### config.mk
export PLATFORM = sky130hd
export DESIGN_NAME = alu_instr_sequencer_flat
export DESIGN_NICKNAME = d
export VERILOG_FILES = /design/src/rtl/alu_instr_sequencer_pkg.sv /design/src/rtl/alu_instr_sequencer_if.sv /design/src/rtl/alu_instr_sequencer_decoder.sv /design/src/rtl/alu_instr_sequencer.sv /design/src/flat_wrapper.sv
export SDC_FILE = /design/constraint.sdc
export NUM_CORES = 1
export LEC_CHECK = 0
export ABC_CLOCK_PERIOD_IN_PS = 1750
export CAP_MARGIN = 20
export CORE_MARGIN = 3
export CORE_UTILIZATION = 29
export CTS_CLUSTER_DIAMETER = 40
export CTS_CLUSTER_SIZE = 10
export DETAILED_ROUTE_END_ITERATION = 10
export GPL_TIMING_DRIVEN = 0
export PLACE_DENSITY = 0.72
export SLEW_MARGIN = 40
export SYNTH_ARGS = -nofsm -noshare
export SYNTH_HDL_FRONTEND = slang
export SYNTH_SLANG_ARGS = --single-unit
### constraint.sdc
create_clock -name clk -period 1.75 [get_ports clk]
set_clock_uncertainty 0.1 [all_clocks]
set_input_delay 0.35 -clock clk [delete_from_list [all_inputs] [get_ports clk]]
set_output_delay 0.35 -clock clk [all_outputs]
set_load 0.02 [all_outputs]
### src/rtl/alu_instr_sequencer_pkg.sv
// Shared constants for the single-bus datapath sequencer: the ALU opcode set,
// the IR field positions and the sequencer state encoding.
package alu_instr_sequencer_pkg;

  // ALU opcodes, shared with the datapath and the ALU
  localparam logic [4:0] OP_ADD  = 5'b00011;
  localparam logic [4:0] OP_SUB  = 5'b00100;
  localparam logic [4:0] OP_AND  = 5'b00101;
  localparam logic [4:0] OP_OR   = 5'b00110;
  localparam logic [4:0] OP_SHR  = 5'b00111;
  localparam logic [4:0] OP_SHRA = 5'b01000;
  localparam logic [4:0] OP_SHL  = 5'b01001;
  localparam logic [4:0] OP_ROR  = 5'b01010;
  localparam logic [4:0] OP_ROL  = 5'b01011;

  // IR field bit positions
  localparam int OPC_MSB = 31;
  localparam int OPC_LSB = 27;
  localparam int RA_MSB  = 26;
  localparam int RA_LSB  = 23;
  localparam int RB_MSB  = 22;
  localparam int RB_LSB  = 19;
  localparam int RC_MSB  = 18;
  localparam int RC_LSB  = 15;

  typedef enum logic [2:0] {
    ST_IDLE,
    ST_T0,
    ST_T1,
    ST_T2,
    ST_T3,
    ST_T4,
    ST_T5,
    ST_HALT
  } state_t;

  // True for the nine three-register ALU operations this sequencer executes
  function automatic logic isLegalOp(input logic [4:0] op);
    case (op)
      OP_ADD, OP_SUB, OP_AND, OP_OR, OP_SHR,
      OP_SHRA, OP_SHL, OP_ROR, OP_ROL: return 1'b1;
      default:                         return 1'b0;
    endcase
  endfunction

endpackage

### src/rtl/alu_instr_sequencer_if.sv
// Control/feedback bundle between the sequencer and the datapath.
// The master side is the sequencer; the slave side is the datapath.
interface alu_instr_sequencer_if;
  logic        run;
  logic [31:0] ir;
  logic        mem_ready;
  logic        PCout;
  logic        MARin;
  logic        IncPC;
  logic        Read;
  logic        MDRin;
  logic        MDRout;
  logic        IRin;
  logic        Yin;
  logic        ZLowIn;
  logic        ZLowout;
  logic [15:0] r_out;
  logic [15:0] r_in;
  logic [4:0]  operation;
  logic        busy;
  logic        done;
  logic        fault;

  modport master (
    input  run, ir, mem_ready,
    output PCout, MARin, IncPC, Read, MDRin, MDRout, IRin, Yin, ZLowIn, ZLowout,
    output r_out, r_in, operation, busy, done, fault
  );

  modport slave (
    output run, ir, mem_ready,
    input  PCout, MARin, IncPC, Read, MDRin, MDRout, IRin, Yin, ZLowIn, ZLowout,
    input  r_out, r_in, operation, busy, done, fault
  );
endinterface

### src/rtl/alu_instr_sequencer_decoder.sv
// 4-to-16 one-hot decoder with enable; used for register bus-drive selects
// and register load enables.
module decoder_4_to_16 (
  input  logic        en_i,
  input  logic [3:0]  sel_i,
  output logic [15:0] dec_o
);

  // One-hot decode of the select, forced to zero while disabled
  always_comb begin
    dec_o = '0;
    if (en_i) dec_o[sel_i] = 1'b1;
  end

endmodule

### src/rtl/alu_instr_sequencer.sv
// Fetch/execute sequencer for the single-bus datapath. Fetches one
// instruction through MAR/MDR into IR, then runs it as Ra <= Rb op Rc.
// Controls are a Moore decode of the state plus the IR register fields.
module alu_instr_sequencer
  import alu_instr_sequencer_pkg::*;
#(
  parameter int MEM_WAIT_MAX = 15
) (
  input logic                   clk,
  input logic                   clr,
  alu_instr_sequencer_if.master bus
);

  localparam logic [3:0] WAIT_LAST = 4'(MEM_WAIT_MAX - 1);

  state_t      state_q, state_d;
  logic [3:0]  wait_q, wait_d;
  logic        fault_q, fault_d;

  logic [4:0]  opcode;
  logic [3:0]  ra, rb, rc;
  logic        legal;
  logic        rOutEn, rInEn;
  logic [3:0]  rOutSel;

  assign opcode = bus.ir[OPC_MSB:OPC_LSB];
  assign ra     = bus.ir[RA_MSB:RA_LSB];
  assign rb     = bus.ir[RB_MSB:RB_LSB];
  assign rc     = bus.ir[RC_MSB:RC_LSB];
  assign legal  = isLegalOp(opcode);

  // State, memory-wait counter and sticky fault flag
  always_ff @(posedge clk or negedge clr) begin
    if (!clr) begin
      state_q <= ST_IDLE;
      wait_q  <= '0;
      fault_q <= 1'b0;
    end else begin
      state_q <= state_d;
      wait_q  <= wait_d;
      fault_q <= fault_d;
    end
  end

  // Next-state sequencing; run is only looked at in IDLE and T5
  always_comb begin
    state_d = state_q;
    wait_d  = wait_q;
    fault_d = fault_q;
    case (state_q)
      ST_IDLE: if (bus.run && !fault_q) state_d = ST_T0;
      ST_T0: begin
        state_d = ST_T1;
        wait_d  = '0;
      end
      ST_T1: begin
        if (bus.mem_ready) begin
          state_d = ST_T2;
        end else if (wait_q == WAIT_LAST) begin
          fault_d = 1'b1;
          state_d = ST_HALT;
        end else begin
          wait_d = wait_q + 4'd1;
        end
      end
      ST_T2: state_d = ST_T3;
      ST_T3: begin
        if (legal) begin
          state_d = ST_T4;
        end else begin
          fault_d = 1'b1;
          state_d = ST_HALT;
        end
      end
      ST_T4: state_d = ST_T5;
      ST_T5: state_d = bus.run ? ST_T0 : ST_IDLE;
      ST_HALT: state_d = ST_HALT;
      default: state_d = ST_IDLE;
    endcase
  end

  // Moore output decode; register selects come from the IR fields
  always_comb begin
    bus.PCout     = 1'b0;
    bus.MARin     = 1'b0;
    bus.IncPC     = 1'b0;
    bus.Read      = 1'b0;
    bus.MDRin     = 1'b0;
    bus.MDRout    = 1'b0;
    bus.IRin      = 1'b0;
    bus.Yin       = 1'b0;
    bus.ZLowIn    = 1'b0;
    bus.ZLowout   = 1'b0;
    bus.operation = '0;
    bus.done      = 1'b0;
    bus.busy      = (state_q != ST_IDLE);
    bus.fault     = fault_q;
    rOutEn        = 1'b0;
    rOutSel       = rb;
    rInEn         = 1'b0;
    case (state_q)
      ST_T0: begin
        bus.PCout = 1'b1;
        bus.MARin = 1'b1;
        bus.IncPC = 1'b1;
      end
      ST_T1: begin
        bus.Read  = 1'b1;
        bus.MDRin = 1'b1;
      end
      ST_T2: begin
        bus.MDRout = 1'b1;
        bus.IRin   = 1'b1;
      end
      ST_T3: begin
        if (legal) begin
          rOutEn  = 1'b1;
          bus.Yin = 1'b1;
        end
      end
      ST_T4: begin
        rOutEn        = 1'b1;
        rOutSel       = rc;
        bus.ZLowIn    = 1'b1;
        bus.operation = opcode;
      end
      ST_T5: begin
        bus.ZLowout = 1'b1;
        rInEn       = (ra != 4'd0);
        bus.done    = 1'b1;
      end
      default: ;
    endcase
  end

  decoder_4_to_16 u_rOutDec (
    .en_i  (rOutEn),
    .sel_i (rOutSel),
    .dec_o (bus.r_out)
  );

  decoder_4_to_16 u_rInDec (
    .en_i  (rInEn),
    .sel_i (ra),
    .dec_o (bus.r_in)
  );

endmodule

### src/flat_wrapper.sv
// flat-port wrapper written by rule: the top's interface ports become plain ports
module alu_instr_sequencer_flat import alu_instr_sequencer_pkg::*;
#(
  parameter int MEM_WAIT_MAX = 15
)
  (clk, clr, bus_run, bus_ir, bus_mem_ready, bus_PCout, bus_MARin, bus_IncPC, bus_Read, bus_MDRin, bus_MDRout, bus_IRin, bus_Yin, bus_ZLowIn, bus_ZLowout, bus_r_out, bus_r_in, bus_operation, bus_busy, bus_done, bus_fault);
  alu_instr_sequencer_if bus_i ();
  input logic clk;
  input logic clr;
  input wire logic [$bits(bus_i.run)-1:0] bus_run;
  input wire logic [$bits(bus_i.ir)-1:0] bus_ir;
  input wire logic [$bits(bus_i.mem_ready)-1:0] bus_mem_ready;
  output wire logic [$bits(bus_i.PCout)-1:0] bus_PCout;
  output wire logic [$bits(bus_i.MARin)-1:0] bus_MARin;
  output wire logic [$bits(bus_i.IncPC)-1:0] bus_IncPC;
  output wire logic [$bits(bus_i.Read)-1:0] bus_Read;
  output wire logic [$bits(bus_i.MDRin)-1:0] bus_MDRin;
  output wire logic [$bits(bus_i.MDRout)-1:0] bus_MDRout;
  output wire logic [$bits(bus_i.IRin)-1:0] bus_IRin;
  output wire logic [$bits(bus_i.Yin)-1:0] bus_Yin;
  output wire logic [$bits(bus_i.ZLowIn)-1:0] bus_ZLowIn;
  output wire logic [$bits(bus_i.ZLowout)-1:0] bus_ZLowout;
  output wire logic [$bits(bus_i.r_out)-1:0] bus_r_out;
  output wire logic [$bits(bus_i.r_in)-1:0] bus_r_in;
  output wire logic [$bits(bus_i.operation)-1:0] bus_operation;
  output wire logic [$bits(bus_i.busy)-1:0] bus_busy;
  output wire logic [$bits(bus_i.done)-1:0] bus_done;
  output wire logic [$bits(bus_i.fault)-1:0] bus_fault;
  assign bus_i.run = bus_run;
  assign bus_i.ir = bus_ir;
  assign bus_i.mem_ready = bus_mem_ready;
  assign bus_PCout = bus_i.PCout;
  assign bus_MARin = bus_i.MARin;
  assign bus_IncPC = bus_i.IncPC;
  assign bus_Read = bus_i.Read;
  assign bus_MDRin = bus_i.MDRin;
  assign bus_MDRout = bus_i.MDRout;
  assign bus_IRin = bus_i.IRin;
  assign bus_Yin = bus_i.Yin;
  assign bus_ZLowIn = bus_i.ZLowIn;
  assign bus_ZLowout = bus_i.ZLowout;
  assign bus_r_out = bus_i.r_out;
  assign bus_r_in = bus_i.r_in;
  assign bus_operation = bus_i.operation;
  assign bus_busy = bus_i.busy;
  assign bus_done = bus_i.done;
  assign bus_fault = bus_i.fault;
  alu_instr_sequencer #(.MEM_WAIT_MAX(MEM_WAIT_MAX)) u_core (.clk(clk), .clr(clr), .bus(bus_i));
endmodule
== Word level (Yosys, flattened, before mapping) ==
Memory sizes are Yosys's and may differ from the RTL's.
Index checks and enable logic that the tools add are counted.
Word-level totals
  register bits after elaboration: 8
  ROM bits: 16
  bits of input ports: 36
  output and inout port bits: 50
  word-level logic and storage cells: 66
  memories: 1
Memories
  (name not given): words 16, width 1, read ports 1, clocked after memory_dff 0, wr ports 0, RTL line alu_instr_sequencer_pkg.sv:39  | case (op)
Operators by class
  add/subtract/negate cells: 1
  $lt $le $gt $ge: 4
  eq/ne operators: 14
  multiplexer cells: 31
  reductions and logical operators: 12
Operators with widths (number)
  two-way mux 16 bit: 2
  case mux 3 bit (8 select lines): 1
  two-way mux 1 bit: 15
  equality test 3 bit, second input constant: 4
  two-way mux 4 bit: 3
  < comparator 4 x 5 -> 1 bit, second input constant: 2
  two-way mux 3 bit: 3
  demux 1 bit (select 4 bit): 2
  >= comparator 4 x 1 -> 1 bit, second input constant: 2
  case mux 4 bit (2 select lines): 1
  equality test 3 x 2 -> 1 bit, second input constant: 2
  inequality test 2 bit, second input constant: 3
  two-way mux 5 bit: 1
  adder 4 x 1 -> 4 bit, second input constant: 1
  equality test 4 bit, second input constant: 1
  inequality test 2 x 1 -> 1 bit, second input constant: 2
  case mux 1 bit (2 select lines): 2
  AND reduction 4 bit: 1
  nonzero test 2 bit: 2
  nonzero test 4 bit: 1
  equality test 3 x 1 -> 1 bit, second input constant: 1
  logical AND 1 bit: 3
  zero test 3 bit: 1
  inequality test 3 x 2 -> 1 bit, second input constant: 1
  other kinds (5): 5

== Depth between registers and ports, before layout ==
Gate-level depths: netlist of the first run.
  depth after elaboration: 7
  depth in mapped cells: 6
  mapped depth without buffers: 5

== Modules after synthesis ==
A second synthesis of the first run with hierarchy kept.
Unflattened totals
  cell total of the unflattened synthesis: 125
  area total of the unflattened synthesis: 965.9 um^2
Modules (own cells, without submodules)
  alu_instr_sequencer: times used 1, cells an instance 79, area each 728.2 um^2, seq. area each 200.2 um^2
  decoder_4_to_16 at u_core.u_rInDec: times used 1, cells an instance 23, area each 120.1 um^2, seq. area each 0.0 um^2
  decoder_4_to_16 at u_core.u_rOutDec: times used 1, cells an instance 23, area each 117.6 um^2, seq. area each 0.0 um^2

== Worst setup path after synthesis of the first run ==
OpenSTA, ideal clock, no wires.
  path kind: register to output
  start point: register u_core.state_q[0]
  end point: output bus_r_out[0]
  data arrival time: 1.703 ns
  data required time: 1.300 ns
  path slack: -0.403 ns
  stages on the path, launching flop included: 5
  cells stage by stage: dfrtp_1 nand3b_4 inv_4 mux2_2 a211oi_1
On the way
  longest elaborated chain between the ends: 7
Ends and longest elaborated chain
  start: declaration: RTL line alu_instr_sequencer.sv:16  | state_t state_q, state_d;
  start signal: assignment: RTL line alu_instr_sequencer.sv:39  | state_q <= state_d;
  equality test 3 bit: RTL line alu_instr_sequencer.sv:101  | case (state_q)
  two-way mux 4 bit: RTL line alu_instr_sequencer.sv:101
  < comparator 4 x 5 -> 1 bit (implied by the code) or >= comparator 4 x 1 -> 1 bit (tied branches): RTL line alu_instr_sequencer_decoder.sv:12  | if (en_i) dec_o[sel_i] = 1'b1;
  logical AND 1 bit (implied by the code): RTL line alu_instr_sequencer_decoder.sv:12
  two-way mux 1 bit (implied by the code): RTL line alu_instr_sequencer_decoder.sv:12
  demux 1 bit (select 4 bit): RTL line alu_instr_sequencer_decoder.sv:12
  two-way mux 16 bit *: RTL line alu_instr_sequencer_decoder.sv:12
  end: declaration: RTL line flat_wrapper.sv:23  | output wire logic [$bits(bus_i.r_out)-1:0] bus_r_out;
Every way passes the cells marked *; elsewhere a longest branch is shown, timed or not.

== Final worst setup path of the first run ==
  start point: register u_core.state_q[2]
  end point: output bus_r_out[7]
The elaborated chain is that of the path after synthesis.

==> results of run 1 <==
placed cells by master (no fill, tap or decap), drive strengths merged, types with 4 or more instances in the layout:
| master | instances |
|---|---|
| dlygate4sd2 | 7 |
| buf | 98 |
| clkbuf | 4 |
| inv | 6 |
| clkdlybuf4s50 | 14 |
| nor3 | 5 |
| nand3b | 4 |
| nand2b | 5 |
| nor2 | 15 |
| a211oi | 17 |
| dfrtp | 8 |
| mux2i | 6 |
| and2 | 5 |
| nor2b | 4 |
| nand2 | 11 |
| nand3 | 4 |
cells by family after synthesis:
kind of cell / share of synthesized area, %
mux: 8.01
compound gates: 22.7
other cells: 0.364
fa+ha+maj: 2.43
simple gates: 36.4
flops: 19.4
buf+inv: 10.7
final cells by class:
type	count	area [µm²]
timing repair buffer	109	1140
timing repair inverter	1	6.26
tap	46	57.6
clock buffer	4	26.3
multi-input combinational	104	1210
fill	186	602
sequential	8	201
buffer	10	101
inverter	6	40.0
layer usage:
| layer | vias to the layer above | routed length [µm] | GRT usage (%) |
|---|---|---|---|
| li1 | 682 | - | - |
| met1 | 665 | 1770 | 21.7 |
| met2 | 67 | 2430 | 36.7 |
| met3 | 8 | 358 | 5.81 |
| met4 | 0 | 76 | 5.18 |
| met5 | - | 0 | 0 |
final timing paths:
kind | end | slack (ns)
worst max register to register | u_core.wait_q[3]$_DFFE_PN0P_ | -0.06
worst min register to register | u_core.bus.fault$_DFFE_PN0P_ | 0.44
max in group asynchronous | u_core.state_q[0]$_DFFE_PN0P_ | 0.98
worst max-delay path | bus_r_out[7] | -0.53
worst min-delay path | u_core.wait_q[2]$_DFFE_PN0P_ | 0.27
min in group clk | u_core.bus.fault$_DFFE_PN0P_ | 0.44
repair_timing:
item	in CTS	in global routing
gates cloned	2	0
resized for setup	317	54
buffers inserted	30	14
pin swaps	20	11
endpoints found under the setup margin	48	53
critical path, cell delays in order, from the launching register on:
cell,delay (ns)
sky130_fd_sc_hd__dfrtp_1,0.39
sky130_fd_sc_hd__buf_6,0.14
sky130_fd_sc_hd__nor3b_4,0.18
sky130_fd_sc_hd__buf_6,0.15
sky130_fd_sc_hd__nand4b_4,0.12
sky130_fd_sc_hd__buf_12,0.18
sky130_fd_sc_hd__a211oi_4,0.26
sky130_fd_sc_hd__buf_6,0.15
power breakdown:
part | internal (mW) | switching (mW)
sequential | 0.254 | 0.0891
combinational | 1.35 | 1.24
clock | 0.0875 | 0.0717
flip-flops by register name, indices dropped and copies added (netlist names):
name	count
u_core.bus.fault	1
u_core.wait_q	4
u_core.state_q	3
==> results by group, run 1 <==
Worst setup path
  • Worst reg2reg startpoint: u_core.state_q[2]$_DFFE_PN0P_
  • Worst path required time: 1.30 ns
  • Endpoint class of the critical path: primary output
  • Origin of the worst setup path: u_core.state_q[2]$_DFFE_PN0P_
  • Worst Setup Start Kind: flip-flop
  • Category of the critical setup timing path: flip-flop to primary output
  • Data arrival time of the critical path: 1.83 ns
  • Critical Path Fanout Max: 8
  • Depth of the most critical reg-to-reg path: 7

Global routing
  • Total global routing overflow: 0
  • Number of global-route vias before repair: 1443
  • Largest net degree at the start of global routing: 9
  • Global Route Usage Sum: 19.8%
  • Initial antenna violation count: 0
  • Global-route wire length before repair: 6.76 mm

Logic synthesis
  • Fraction of synthesized cell area taken by the top area cell type: 19.4%
  • Most frequent cell after synthesis: sky130_fd_sc_hd__a211oi_1
  • Share of flip-flops with an asynchronous set or reset after synthesis: between 90% and 100%
  • Top flip-flop cell by instance count after synthesis: sky130_fd_sc_hd__dfrtp_1
  • Synthesized Nets: 167
  • Post-synthesis instance area: ~0.0010 mm²
  • Synth warn: 0
  • Netlist cell types: 43
  • Number of flops mapped to enable cells by yosys: 0
  • Avg Inst Size Synth: 7.99 µm²
  • Number of storage elements in the synthesis netlist: 8
  • Cells after synthesis: 129
  • Ranking of synthesized cells by area: sky130_fd_sc_hd__dfrtp_1 19%, sky130_fd_sc_hd__a211oi_1 12%, sky130_fd_sc_hd__mux2i_1 5.8%
  • Dominant cell type by area after synthesis: sky130_fd_sc_hd__dfrtp_1
  • Top cell types by occurrence after synthesis: 16 x sky130_fd_sc_hd__a211oi_1, 15 x sky130_fd_sc_hd__nor2_1, 10 x sky130_fd_sc_hd__nand2_1, 8 x sky130_fd_sc_hd__buf_4, 8 x sky130_fd_sc_hd__dfrtp_1
  • Sequential cell area fraction in the yosys report: slightly below 20%

Place
  • Cell area after placement: 0.00208 mm²
  • Last weighted congestion value of the routability-driven placer: 0.722
  • Count of input and output buffers: 69
  • Post-placement cell count: 244
  • DP Worst Slack: -1.14 ns
  • Half-perimeter wire length of the detailed placement result: 2.69 mm

Final layout
  • Fraction of layout instances using a drive strength above 1: 70.2%
  • Final standard cell area without fillers: between 0.002 and 0.003 mm²
  • Layout overhead on the synthesized area: 170%
  • Number of diodes: 0
  • Final Core Density: 82.2%
  • Non-filler cells in the finished layout: 288
  • Total number of nets in the final design: 281

Routing
  • Avg Vias per Cell: 4.94
  • Detail Route Antenna Nets: 0
  • Average wire per standard cell: 16.1 µm
  • Via count: roughly 1400
  • Initial drt markers: 43
  • Final wirelength: 4.64 mm
  • First drt pass iteration count: 4
  • Number of remaining DRC errors: 0

STA
  • Fin. max-slew vios: 0
  • Post-route minimum period: 2.28 ns
  • Fraction of the cycle the final worst path needs: 131%
  • Total negative slack for setup checks: -16.15 ns
  • Fmax achieved: 438 MHz
  • Minimum setup slack in the final design: -0.534 ns
  • Final hold slack: approximately 0.27 ns
  • RSZ-0062 raised after global routing: yes
  • Hold violation total from the final report: 0
  • Final-report setup violation count: 50

Min path
  • Hold/Removal Path Class: input pin to async pin

Die
  • Die boundary height: approximately 66 µm
  • Full die area: roughly 0.0043 mm²
  • CORE AREA: between 0.003 and 0.004 mm²
  • Number of placed I/O pins: 86
  • Die Wd: 65.6 µm
  • Core Rows: 21
  • Effective utilization at floorplan: a little under a third

Clock network
  • # H-tree levels: 1
  • Clock buffer count from CTS: 3
  • CTS hold repair buffers: 0
  • Worst-skew pair later-pin latency: 0.26 ns
  • Clock root buffer: sky130_fd_sc_hd__clkbuf_4
  • Number of clock sinks: 8
  • Clock edge transition at the registers on the reported setup and hold paths: around 0.07 ns
  • Maximum buffer depth of the clock tree: 2
  • Clock tree from TritonCTS: built

Run status
  • Status: finished with violations
  • Violations in the final reports: negative setup slack

Run
  • Maxcap violations: 0

Power
  • Static power due to leakage: 1.11 nW
  • Final Power: 3.09 mW
  • Peak supply drop: 0.755 mV
  • Power per unit of standard cell area: 1110 mW/mm²
(Power assumes the default switching activity.)
==> inputs of run 2 (changes only) <==
- GPL_ROUTABILITY_DRIVEN: default -> 0
==> results of run 2 <==
The final DEF is identical to that of run 1; final timing and power are the same.
